**src/rtl/seatbelt_warn_ctrl.sv**
```systemverilog
`default_nettype none
// ============================================================================
// Module      : seatbelt_warn_ctrl
// Description : Multi-seat seatbelt reminder. Escalates steady LED -> blinking
//               LED with pulsed chime -> continuous alarm for unbuckled seats.
// Revision    : 1.0 - initial release
// ============================================================================
module seatbelt_warn_ctrl #(
    parameter int NUM_SEATS    = 4,
    parameter int GRACE_CYCLES = 1024,
    parameter int BLINK_HALF   = 256,
    parameter int WARN_CYCLES  = 8192,
    parameter int EVT_W        = 8
) (
    input  logic                 clk,
    input  logic                 rst,
    input  logic                 key,
    input  logic [NUM_SEATS-1:0] occupied,
    input  logic [NUM_SEATS-1:0] buckled,
    output logic [NUM_SEATS-1:0] led,
    output logic                 chime,
    output logic                 alarm,
    output logic [EVT_W-1:0]     warn_events
);

    localparam int TMAX = (GRACE_CYCLES > WARN_CYCLES) ? GRACE_CYCLES : WARN_CYCLES;
    localparam int TW   = (TMAX > 1) ? $clog2(TMAX) : 1;
    localparam int PW   = (BLINK_HALF > 1) ? $clog2(BLINK_HALF) : 1;

    localparam logic [TW-1:0] c_grace_last = TW'(GRACE_CYCLES - 1);
    localparam logic [TW-1:0] c_warn_last  = TW'(WARN_CYCLES - 1);
    localparam logic [PW-1:0] c_phase_last = PW'(BLINK_HALF - 1);

    typedef enum logic [2:0] {
        S_IDLE  = 3'd0,
        S_ARMED = 3'd1,
        S_GRACE = 3'd2,
        S_WARN  = 3'd3,
        S_ALARM = 3'd4
    } state_t;

    state_t                r_state, w_state_nxt;
    logic [TW-1:0]         r_timer, w_timer_nxt;
    logic [PW-1:0]         r_phase, w_phase_nxt;
    logic                  r_blink, w_blink_nxt;
    logic                  w_evt_inc;
    logic [EVT_W-1:0]      r_evt;
    logic [NUM_SEATS-1:0]  w_unf;
    logic                  w_any_unf;
    logic [NUM_SEATS-1:0]  r_led, w_led_nxt;
    logic                  r_chime, w_chime_nxt;
    logic                  r_alarm, w_alarm_nxt;

    // Driver seat counts as occupied regardless of its sensor.
    always_comb begin
        w_unf    = occupied & ~buckled;
        w_unf[0] = ~buckled[0];
    end

    assign w_any_unf = |w_unf;

    always_comb begin
        w_state_nxt = r_state;
        w_timer_nxt = r_timer;
        w_phase_nxt = r_phase;
        w_blink_nxt = r_blink;
        w_evt_inc   = 1'b0;
        if (!key) begin
            w_state_nxt = S_IDLE;
        end else begin
            case (r_state)
                S_IDLE: w_state_nxt = S_ARMED;
                S_ARMED: begin
                    if (w_any_unf) begin
                        w_state_nxt = S_GRACE;
                        w_timer_nxt = '0;
                    end
                end
                S_GRACE: begin
                    if (!w_any_unf) begin
                        w_state_nxt = S_ARMED;
                    end else if (r_timer == c_grace_last) begin
                        w_state_nxt = S_WARN;
                        w_timer_nxt = '0;
                        w_phase_nxt = '0;
                        w_blink_nxt = 1'b1;
                        w_evt_inc   = 1'b1;
                    end else begin
                        w_timer_nxt = r_timer + 1'b1;
                    end
                end
                S_WARN: begin
                    if (!w_any_unf) begin
                        w_state_nxt = S_ARMED;
                    end else if (r_timer == c_warn_last) begin
                        w_state_nxt = S_ALARM;
                    end else begin
                        w_timer_nxt = r_timer + 1'b1;
                        if (r_phase == c_phase_last) begin
                            w_phase_nxt = '0;
                            w_blink_nxt = ~r_blink;
                        end else begin
                            w_phase_nxt = r_phase + 1'b1;
                        end
                    end
                end
                S_ALARM: begin
                    if (!w_any_unf) w_state_nxt = S_ARMED;
                end
                default: w_state_nxt = S_IDLE;
            endcase
        end
    end

    // Outputs follow the next state so they line up with the registered state.
    always_comb begin
        w_led_nxt   = '0;
        w_chime_nxt = 1'b0;
        w_alarm_nxt = 1'b0;
        case (w_state_nxt)
            S_GRACE: w_led_nxt = w_unf;
            S_WARN: begin
                w_led_nxt   = w_unf & {NUM_SEATS{w_blink_nxt}};
                w_chime_nxt = w_blink_nxt;
            end
            S_ALARM: begin
                w_led_nxt   = w_unf;
                w_chime_nxt = 1'b1;
                w_alarm_nxt = 1'b1;
            end
            default: ;
        endcase
    end

    always_ff @(posedge clk or posedge rst) begin
        if (rst) begin
            r_state <= S_IDLE;
            r_timer <= '0;
            r_phase <= '0;
            r_blink <= 1'b0;
            r_evt   <= '0;
            r_led   <= '0;
            r_chime <= 1'b0;
            r_alarm <= 1'b0;
        end else begin
            r_state <= w_state_nxt;
            r_timer <= w_timer_nxt;
            r_phase <= w_phase_nxt;
            r_blink <= w_blink_nxt;
            if (w_evt_inc && (r_evt != {EVT_W{1'b1}}))
                r_evt <= r_evt + 1'b1;
            r_led   <= w_led_nxt;
            r_chime <= w_chime_nxt;
            r_alarm <= w_alarm_nxt;
        end
    end

    assign led         = r_led;
    assign chime       = r_chime;
    assign alarm       = r_alarm;
    assign warn_events = r_evt;

endmodule
`default_nettype wire

```
**config.mk**
```make
export PLATFORM = sky130hd
export DESIGN_NAME = seatbelt_warn_ctrl
export DESIGN_NICKNAME = d
export VERILOG_FILES = /design/src/rtl/seatbelt_warn_ctrl.sv
export SDC_FILE = /design/constraint.sdc
export NUM_CORES = 1
export LEC_CHECK = 0
export ABC_AREA = 1
export BUFFER_PORTS_ARGS = -buffer_cell sky130_fd_sc_hd__buf_2
export CORE_AREA = 8 8 59 86
export CTS_CLUSTER_DIAMETER = 30
export DETAILED_ROUTE_END_ITERATION = 12
export DIE_AREA = 0 0 67 94
export PLACE_DENSITY_LB_ADDON = 0.2
export SKIP_CTS_REPAIR_TIMING = 1
export SLEW_MARGIN = 25
export SYNTH_ARGS = -nofsm -noshare
export SYNTH_HDL_FRONTEND = slang
export SYNTH_SLANG_ARGS = --single-unit
```
**constraint.sdc**
```tcl
create_clock -name clk -period 4.86 [get_ports clk]
set_clock_uncertainty 0.1 [all_clocks]
set_input_delay 0.972 -clock clk [delete_from_list [all_inputs] [get_ports clk]]
set_output_delay 0.972 -clock clk [all_outputs]
set_load 0.01 [all_outputs]
```
==> qor_table.md, run 1 <==
| Step | Metric | This run |
| --- | --- | --- |
| outcome | Run status | complete, no violations |
| critical path | Critical path type | in -> reg |
| critical path | FF-to-FF Start | r_timer[0] |
| sta | Worst Max-Slew Pin Slew | 0.759 ns |
| hold path | Sink of the worst hold path | r_timer[9] |
| synth | Number of flops mapped to enable cells by yosys | 0 |
| clocking | Total number of H-tree levels | 2 |
| synth | Avg Cell Area, Syn | 7.84 um2 |
| cells and area | Final core utilization | 0.643 |
| clocking | CTS Buf Count | 5 |
| floorplan | Die Width | 67 um |
| sta | Setup Total Neg Slack | 0 ns |
| synth | Number of unique standard cell types used by synthesis | 38 |
| routing | Routed len/inst | 12.1 um |
| synth | Number of synthesis warnings | 0 |
| clocking | Root cell of the clock tree | clkbuf_8 |
| floorplan | Height of the die | 94 um |
| clocking | Buffer levels on the longest clock path | 2 |
| floorplan | Initial Utilization | 0.572 |
| routing | Pre-Repair DR Iteration Count | 4 |
| hold path | Startpoint of the lowest-slack hold path | r_timer[9] |
| routing | DRC Markers | 0 |
| cells and area | Share of layout cells above drive strength 1 | 0.197 |
| placed design | Routability congestion estimate | 0.814 |
| sta | Final setup viols | 0 |
| synth | Fraction of the yosys area taken by sequential cells | 0.443 |
| critical path | Biggest fanout along the worst timing path | 21 |
| global route | Number of global-route vias before repair | 1855 |
| critical path | Critical Path Start Type | primary input |
| pwr | Total power density per cell area | 316 nW/um2 |
| cells and area | Number of filler cells placed in the layout | 363 |
| routing | Vias per std cell | 5.19 |
| sta | Clock period minus worst slack | 2.59 ns |
| floorplan | Count of pins on the block boundary | 25 |
| sta | Final slew viol count | 0 |
| placed design | Placed cell areas | 2360 um2 |
| synth | Number of instances in the synthesized netlist | 281 |
| synth | Number of flip-flops and latches in the synthesized netlist | 39 |
| placed design | DP Worst Slack | 1.94 ns |
| synth | Total nets after synthesis | 295 |
| floorplan | Placement Rows | 28 |
| critical path | Path depth of the worst reg2reg path | 8 |
| sta | Final clock period utilization by the worst path | 0.532 |
| critical path | Reg-to-reg critical path endpoint | r_timer[10] |
| critical path | Worst setup slack for register-to-register paths | 2.53 ns |
| placed design | Count of buffers from port buffering | 23 |
| job | Max-cap violations | 0 |
| synth | Post-synthesis async set-or-reset flop share | 1.00 |
| routing | Post-DRT Antenna Nets | 0 |
| synth | Most used flip-flop cell after synthesis | dfrtp_1 |
| clocking | Sinks on Clock Net | 39 |
| global route | Wire length of the first global-routing pass | 7580 um |
| cells and area | Final-stage net count | 323 |
| cells and area | Most common cell after layout, fill and taps aside | nand2_1 |
| sta | Peak Freq | 387 MHz |
| critical path | CP Capture Type | flop |
| clocking | Latest clock arrival within the worst-skew pair | 0.29 ns |
| sta | RSZ-0062 raised after global routing | false |
| global route | Initial antenna violation count | 0 |
| critical path | Endpoint required time on the critical path | 4.94 ns |
| pwr | Total power | 784 uW |
| global route | Global-route usage over all layers | 0.152 |
| critical path | CP arrival | 2.66 ns |
| cells and area | Leading cell types in the layout, fill and taps excluded | nand2_1 (68), dfrtp_1 (39), inv_1 (37), nor2_1 (27), buf_2 (23) |
| clocking | TritonCTS clock tree | done |
| hold path | Worst hold path stage count | 1 |
| cells and area | Antenna cells | 0 |
| cells and area | Layout-stage area growth over the synthesis result | 12.4% |
| synth | Total standard cell area after synthesis | 2200 um2 |
| global route | Total overflow reported by the global router | 0 |
| hold path | Kind of path behind the tightest hold check | reg -> reg |
| routing | Total routed wirelength | 4280 um |
| sta | Fin. Hold Viols | 0 |
| pwr | Leakage dissipation | 0.00136 uW |
| floorplan | Area inside the core boundary | 3850 um2 |
| cells and area | Post-route standard cell area excluding fillers | 2480 um2 |
| pwr | Worst-case vdd ir drop | 0.264 mV |
| floorplan | Die Footprint | 6300 um2 |
| placed design | Detailed placement HPWL | 3200 um |
| clocking | Clock Pin Slew Worst Setup and Hold Paths | 0.07 ns |
| sta | Max-Slew Margin vs Limit | 0.493 |
| sta | Final WS setup | 2.27 ns |
| global route | Pin count of the biggest net entering global routing | 40 |
| routing | Routed via count | 1842 |
| routing | Iteration-0 DRC Markers | 93 |
## final cells by class
class,instances,area (um2),area share
Multi-Input combinational cell,192,1020,0.414
Sequential cell,39,976,0.394
Inverter,47,179,0.0723
Timing Repair Buffer,24,123,0.0495
Clock buffer,6,82.6,0.0334
Tap cell,45,56.3,0.0227
Clock inverter,2,35.0,0.0141
## stage by stage
| stage | instances | hold slack (ns) |
|---|---|---|
| 2_1_floorplan | 281 | 0.364 |
| 3_3_place_gp | 347 | 0.374 |
| 3_5_place_dp | 347 | 0.391 |
| 4_1_cts | 355 | 0.407 |
| 5_1_grt | 355 | 0.430 |
| 6_report | 355 | 0.406 |
## flip-flops by register name, summed over array words and instances (netlist names)
register / count
led: 4
r_blink: 1
chime: 1
r_phase: 8
alarm: 1
warn_events: 8
r_timer: 13
r_state: 3
## cells in the mapped netlist, drive strengths merged (4+ instances only)
library cell / instances / share of area
inv: 44 / 0.075
dfrtp: 39 / 0.44
a21oi: 12 / 0.027
o21a: 4 / 0.014
o21ai: 15 / 0.037
nand3: 20 / 0.048
nor2: 36 / 0.087
nand4: 9 / 0.028
nand2: 73 / 0.13
## worst max path at each step
stage	from	slack, ns	cells after the start	endpoint
final	buckled[2]	2.27	10	r_timer[10]
after detailed placement	buckled[2]	1.94	10	r_timer[10]
after global placement	buckled[2]	1.98	10	r_timer[10]
after global routing	buckled[2]	2.06	10	r_timer[10]
after floorplan	buckled[3]	2.70	10	r_timer[10]
after CTS	buckled[2]	2.24	10	r_timer[10]
## report_power, final
group,internal (uW),total (uW),switching (uW)
logic,41.3,114,72.4
registers,362,392,30.2
clock network,166,278,112
## per-layer routing
metal,wire (um),global-route usage
met5,0,0
met4,75,0.0630
met3,204,0.0394
met2,2290,0.286
met1,1710,0.148
## kinds of logic (layout without fill, tap and decap cells)
group	count (synthesis)	after routing	synth area share
compound gates	38	38	0.103
mux	1	1	0.00511
xor+xnor	5	5	0.0199
buf+inv	50	79	0.0920
flops	39	39	0.443
simple gates	145	145	0.320
fa+ha+maj	3	3	0.0170
## critical path, stage by stage
cell and delay [ns]:
buf_2 0.09, inv_1 0.04, nand2_1 0.06, nand2_1 0.11
nor2_1 0.10, inv_2 0.10, o2111ai_1 0.12, nor2_2 0.61
nand2_1 0.21, and3_1 0.24
Note: power is estimated with default switching activity, not from simulation.
==> run 2, diff against run 1 <==
--- a/config.mk
+++ b/config.mk
@@ -5,12 +5,12 @@
 export SDC_FILE = /design/constraint.sdc
 export NUM_CORES = 1
 export LEC_CHECK = 0
-export ABC_AREA = 1
+export ABC_AREA = 0
 export BUFFER_PORTS_ARGS = -buffer_cell sky130_fd_sc_hd__buf_2
-export CORE_AREA = 8 8 59 86
+export CORE_AREA = 8 8 60 87
 export CTS_CLUSTER_DIAMETER = 30
 export DETAILED_ROUTE_END_ITERATION = 12
-export DIE_AREA = 0 0 67 94
+export DIE_AREA = 0 0 68 95
 export PLACE_DENSITY_LB_ADDON = 0.2
 export SKIP_CTS_REPAIR_TIMING = 1
 export SLEW_MARGIN = 25
==> constraint.sdc (replaced) <==
create_clock -name clk -period 2.7 [get_ports clk]
set_clock_uncertainty 0.1 [all_clocks]
set_input_delay 0.54 -clock clk [delete_from_list [all_inputs] [get_ports clk]]
set_output_delay 0.54 -clock clk [all_outputs]
set_load 0.01 [all_outputs]
==> run 2 against run 1 <==
Area after synthesis down 1.0%. Setup slack got worse by 2.1 ns. Final cell count down 12%. Power rose by 73%. First-iteration DRC count grew 74%. Global-route usage is 1.2 points higher. Wire length grew 16%. Sequential power is 70% higher. Critical path depth fell by 3. Non-clock buffer count up 8. Synthesized cell count down 17%. Highest routed layer unchanged.
==> qor_table.md, run 2 <==
| Step | Metric | This run | Change |
| --- | --- | --- | --- |
| outcome | Run status | complete, no violations | unchanged |
| floorplan | Height of the die | 95 um | was 94 um |
| global route | Wire length of the first global-routing pass | 8430 um | was 7580 um |
| sta | RSZ-0062 raised after global routing | false | unchanged |
| sta | Fin. Hold Viols | 0 | unchanged |
| sta | Final setup viols | 0 | unchanged |
| floorplan | Initial Utilization | 0.556 | was 0.572 |
| floorplan | Placement Rows | 28 | unchanged |
| synth | Total standard cell area after synthesis | 2180 um2 | was 2200 um2 |
| floorplan | Area inside the core boundary | 3920 um2 | was 3850 um2 |
| routing | Pre-Repair DR Iteration Count | 4 | unchanged |
| cells and area | Leading cell types in the layout, fill and taps excluded | dfrtp_1 (39), nand2_1 (26), buf_2 (23), o21ai_0 (13), nor2_1 (12) | was nand2_1 (68), dfrtp_1 (39), inv_1 (37), nor2_1 (27), buf_2 (23) |
| critical path | Path depth of the worst reg2reg path | 7 | was 8 |
| critical path | Critical path type | reg -> reg | was in -> reg |
| synth | Number of synthesis warnings | 0 | unchanged |
| cells and area | Register name with the most flops | r_timer | unchanged |
| synth | Most used flip-flop cell after synthesis | dfrtp_1 | unchanged |
| pwr | Worst-case vdd ir drop | 0.743 mV | was 0.264 mV |
| sta | Final slew viol count | 0 | unchanged |
| global route | Number of global-route vias before repair | 1836 | was 1855 |
| cells and area | Layout-stage area growth over the synthesis result | 15.7% | was 12.4% |
| critical path | CP arrival | 2.58 ns | was 2.66 ns |
| pwr | Leakage dissipation | 0.00112 uW | was 0.00136 uW |
| synth | Share of the synthesized area in the top cell type | 0.448 | was 0.443 |
| job | Max-cap violations | 0 | unchanged |
| floorplan | Die Width | 68 um | was 67 um |
| clocking | Root cell of the clock tree | clkbuf_8 | unchanged |
| clocking | Total number of H-tree levels | 2 | unchanged |
| global route | Global-route usage over all layers | 0.164 | was 0.152 |
| cells and area | Final core utilization | 0.643 | about the same |
| clocking | Latest clock arrival within the worst-skew pair | 0.30 ns | was 0.29 ns |
| sta | Peak Freq | 395 MHz |  |
| synth | Number of flip-flops and latches in the synthesized netlist | 39 | unchanged |
| routing | Vias per std cell | 6.13 | was 5.19 |
| sta | Setup Total Neg Slack | 0 ns | unchanged |
| routing | Routed len/inst | 16.0 um | was 12.1 um |
| sta | Final clock period utilization by the worst path | 0.938 |  |
| critical path | Reg-to-reg critical path endpoint | led[2] | was r_timer[10] |
| cells and area | Antenna cells | 0 | unchanged |
| critical path | Critical Path Start Type | flop | was primary input |
| global route | Total overflow reported by the global router | 0 | unchanged |
| routing | Iteration-0 DRC Markers | 162 | was 93 |
| routing | Post-DRT Antenna Nets | 0 | unchanged |
| pwr | Total power density per cell area | 537 nW/um2 | was 316 nW/um2 |
| clocking | CTS Buf Count | 5 | unchanged |
| placed design | Routability congestion estimate | 0.805 | was 0.814 |
| hold path | Kind of path behind the tightest hold check | in -> async | was reg -> reg |
| synth | Synth area leader | dfrtp_1 | unchanged |
| synth | Number of instances in the synthesized netlist | 232 | was 281 |
| clocking | Buffer levels on the longest clock path | 2 | unchanged |
| synth | Total nets after synthesis | 246 | was 295 |
| floorplan | Count of pins on the block boundary | 25 | unchanged |
| clocking | Clock Pin Slew Worst Setup and Hold Paths | 0.08 ns | was 0.07 ns |
| global route | Pin count of the biggest net entering global routing | 40 | unchanged |
| synth | Avg Cell Area, Syn | 9.40 um2 | was 7.84 um2 |
| placed design | Count of buffers from port buffering | 23 | unchanged |
| synth | Number of unique standard cell types used by synthesis | 45 | was 38 |
| critical path | Endpoint required time on the critical path | 2.75 ns | was 4.94 ns |
| routing | Routed via count | 1906 | was 1842 |
| synth | Post-synthesis async set-or-reset flop share | 1.00 | unchanged |
| critical path | Worst setup slack for register-to-register paths | 0.17 ns | was 2.53 ns |
| routing | Total routed wirelength | 4990 um | was 4280 um |
| routing | DRC Markers | 0 | unchanged |
| global route | Initial antenna violation count | 0 | unchanged |
| cells and area | Share of layout cells above drive strength 1 | 0.184 | was 0.197 |
| sta | Max-Slew Margin vs Limit | 0.527 | was 0.493 |
| placed design | Detailed placement HPWL | 3580 um | was 3200 um |
| clocking | Sinks on Clock Net | 39 | unchanged |
| floorplan | Die Footprint | 6460 um2 | was 6300 um2 |
| clocking | TritonCTS clock tree | done | unchanged |
| synth | Fraction of the yosys area taken by sequential cells | 0.448 | was 0.443 |
| synth | Leading post-synthesis cells by instance count | dfrtp_1 (39), nand2_1 (26), o21ai_0 (13) | was nand2_1 (68), dfrtp_1 (39), inv_1 (37) |
| synth | Number of flops mapped to enable cells by yosys | 0 | unchanged |
| synth | Most frequent cell after synthesis | dfrtp_1 | was nand2_1 |
| synth | Largest cells by area after synthesis | dfrtp_1 (45%), nand2_1 (4.5%), o21ai_0 (3.0%) | was dfrtp_1 (44%), nand2_1 (12%), inv_1 (6.3%) |
| sta | Clock period minus worst slack | 2.53 ns |  |
| critical path | Biggest fanout along the worst timing path | 6 | was 21 |
| sta | Worst Max-Slew Pin Slew | 0.700 ns | was 0.759 ns |
| critical path | FF-to-FF Start | r_timer[0] | unchanged |
| cells and area | Most common cell after layout, fill and taps aside | dfrtp_1 | was nand2_1 |
| cells and area | Largest register FFs | 13 | unchanged |
| critical path | CP Capture Type | flop | unchanged |
| cells and area | Final-stage net count | 279 | was 323 |
==> run 2: final cells by class <==
class	count	area [um2]
Clock buffer	5	68.8
Clock inverter	3	43.8
Fill cell	348	1400
Inverter	8	30.0
Multi-Input combinational cell	179	1150
Sequential cell	39	976
Tap cell	45	56.3
Timing Repair Buffer	32	195
==> run 2: worst max-delay path by stage <==
stage	from	end	slack, ns	cells after the start
3_5_place_dp	r_timer[0]	led[2]	0.18	7
3_3_place_gp	r_timer[0]	led[2]	0.20	7
4_1_cts	r_timer[0]	led[2]	0.17	7
6_report	r_timer[0]	led[2]	0.17	7
2_1_floorplan	r_timer[0]	warn_events[1]	0.34	6
5_1_grt	r_timer[0]	led[3]	0.003	7
==> run 2: metrics by stage <==
step | total power (uW) | worst slack [ns] | instances | hold slack, ns | area (um2)
2_1_floorplan | 808 | 0.339 | 232 | 0.368 | 2180
3_3_place_gp | 868 | 0.198 | 303 | 0.382 | 2410
3_5_place_dp | 874 | 0.175 | 303 | 0.393 | 2410
4_1_cts | 1360 | 0.168 | 311 | 0.273 | 2520
5_1_grt | 1420 | 0.00254 | 311 | 0.318 | 2520
6_report | 1360 | 0.168 | 311 | 0.256 | 2520
==> run 2: per-layer routing <==
| layer | routed length (um) | track usage | up-vias |
|---|---|---|---|
| li1 | - | - | 951 |
| met1 | 2040 | 0.194 | 922 |
| met2 | 2700 | 0.278 | 23 |
| met3 | 156 | 0.0356 | 10 |
| met4 | 88 | 0.0635 | 0 |
| met5 | 0 | 0 | - |
==> run 2: report_power, final <==
part | internal [uW] | leakage (uW) | switching (uW)
logic | 83.0 | 0.000526 | 116
clock network | 275 | 0.0000581 | 215
registers | 616 | 0.000537 | 49.6
==> run 2: logic make-up (layout without fill, tap and decap cells) <==
| group | count (synthesis) | count (layout) | synth area share |
|---|---|---|---|
| and+or+nand+nor | 110 | 110 | 0.291 |
| AOI/OAI and AO/OA | 56 | 56 | 0.176 |
| DFF | 39 | 39 | 0.448 |
| buffers and inverters | 14 | 48 | 0.0258 |
| xor gates and xnor gates | 7 | 7 | 0.0281 |
| adders and majority gates | 3 | 3 | 0.0172 |
| muxes | 3 | 3 | 0.0143 |
==> run 2: critical path, stage by stage, from the launching register on <==
cell	delay (ns)
dfrtp_1	0.43
ha_1	0.23
nand3_1	0.21
or4_4	0.63
a311o_1	0.33
a31oi_1	0.21
buf_4	0.17
a21oi_1	0.07
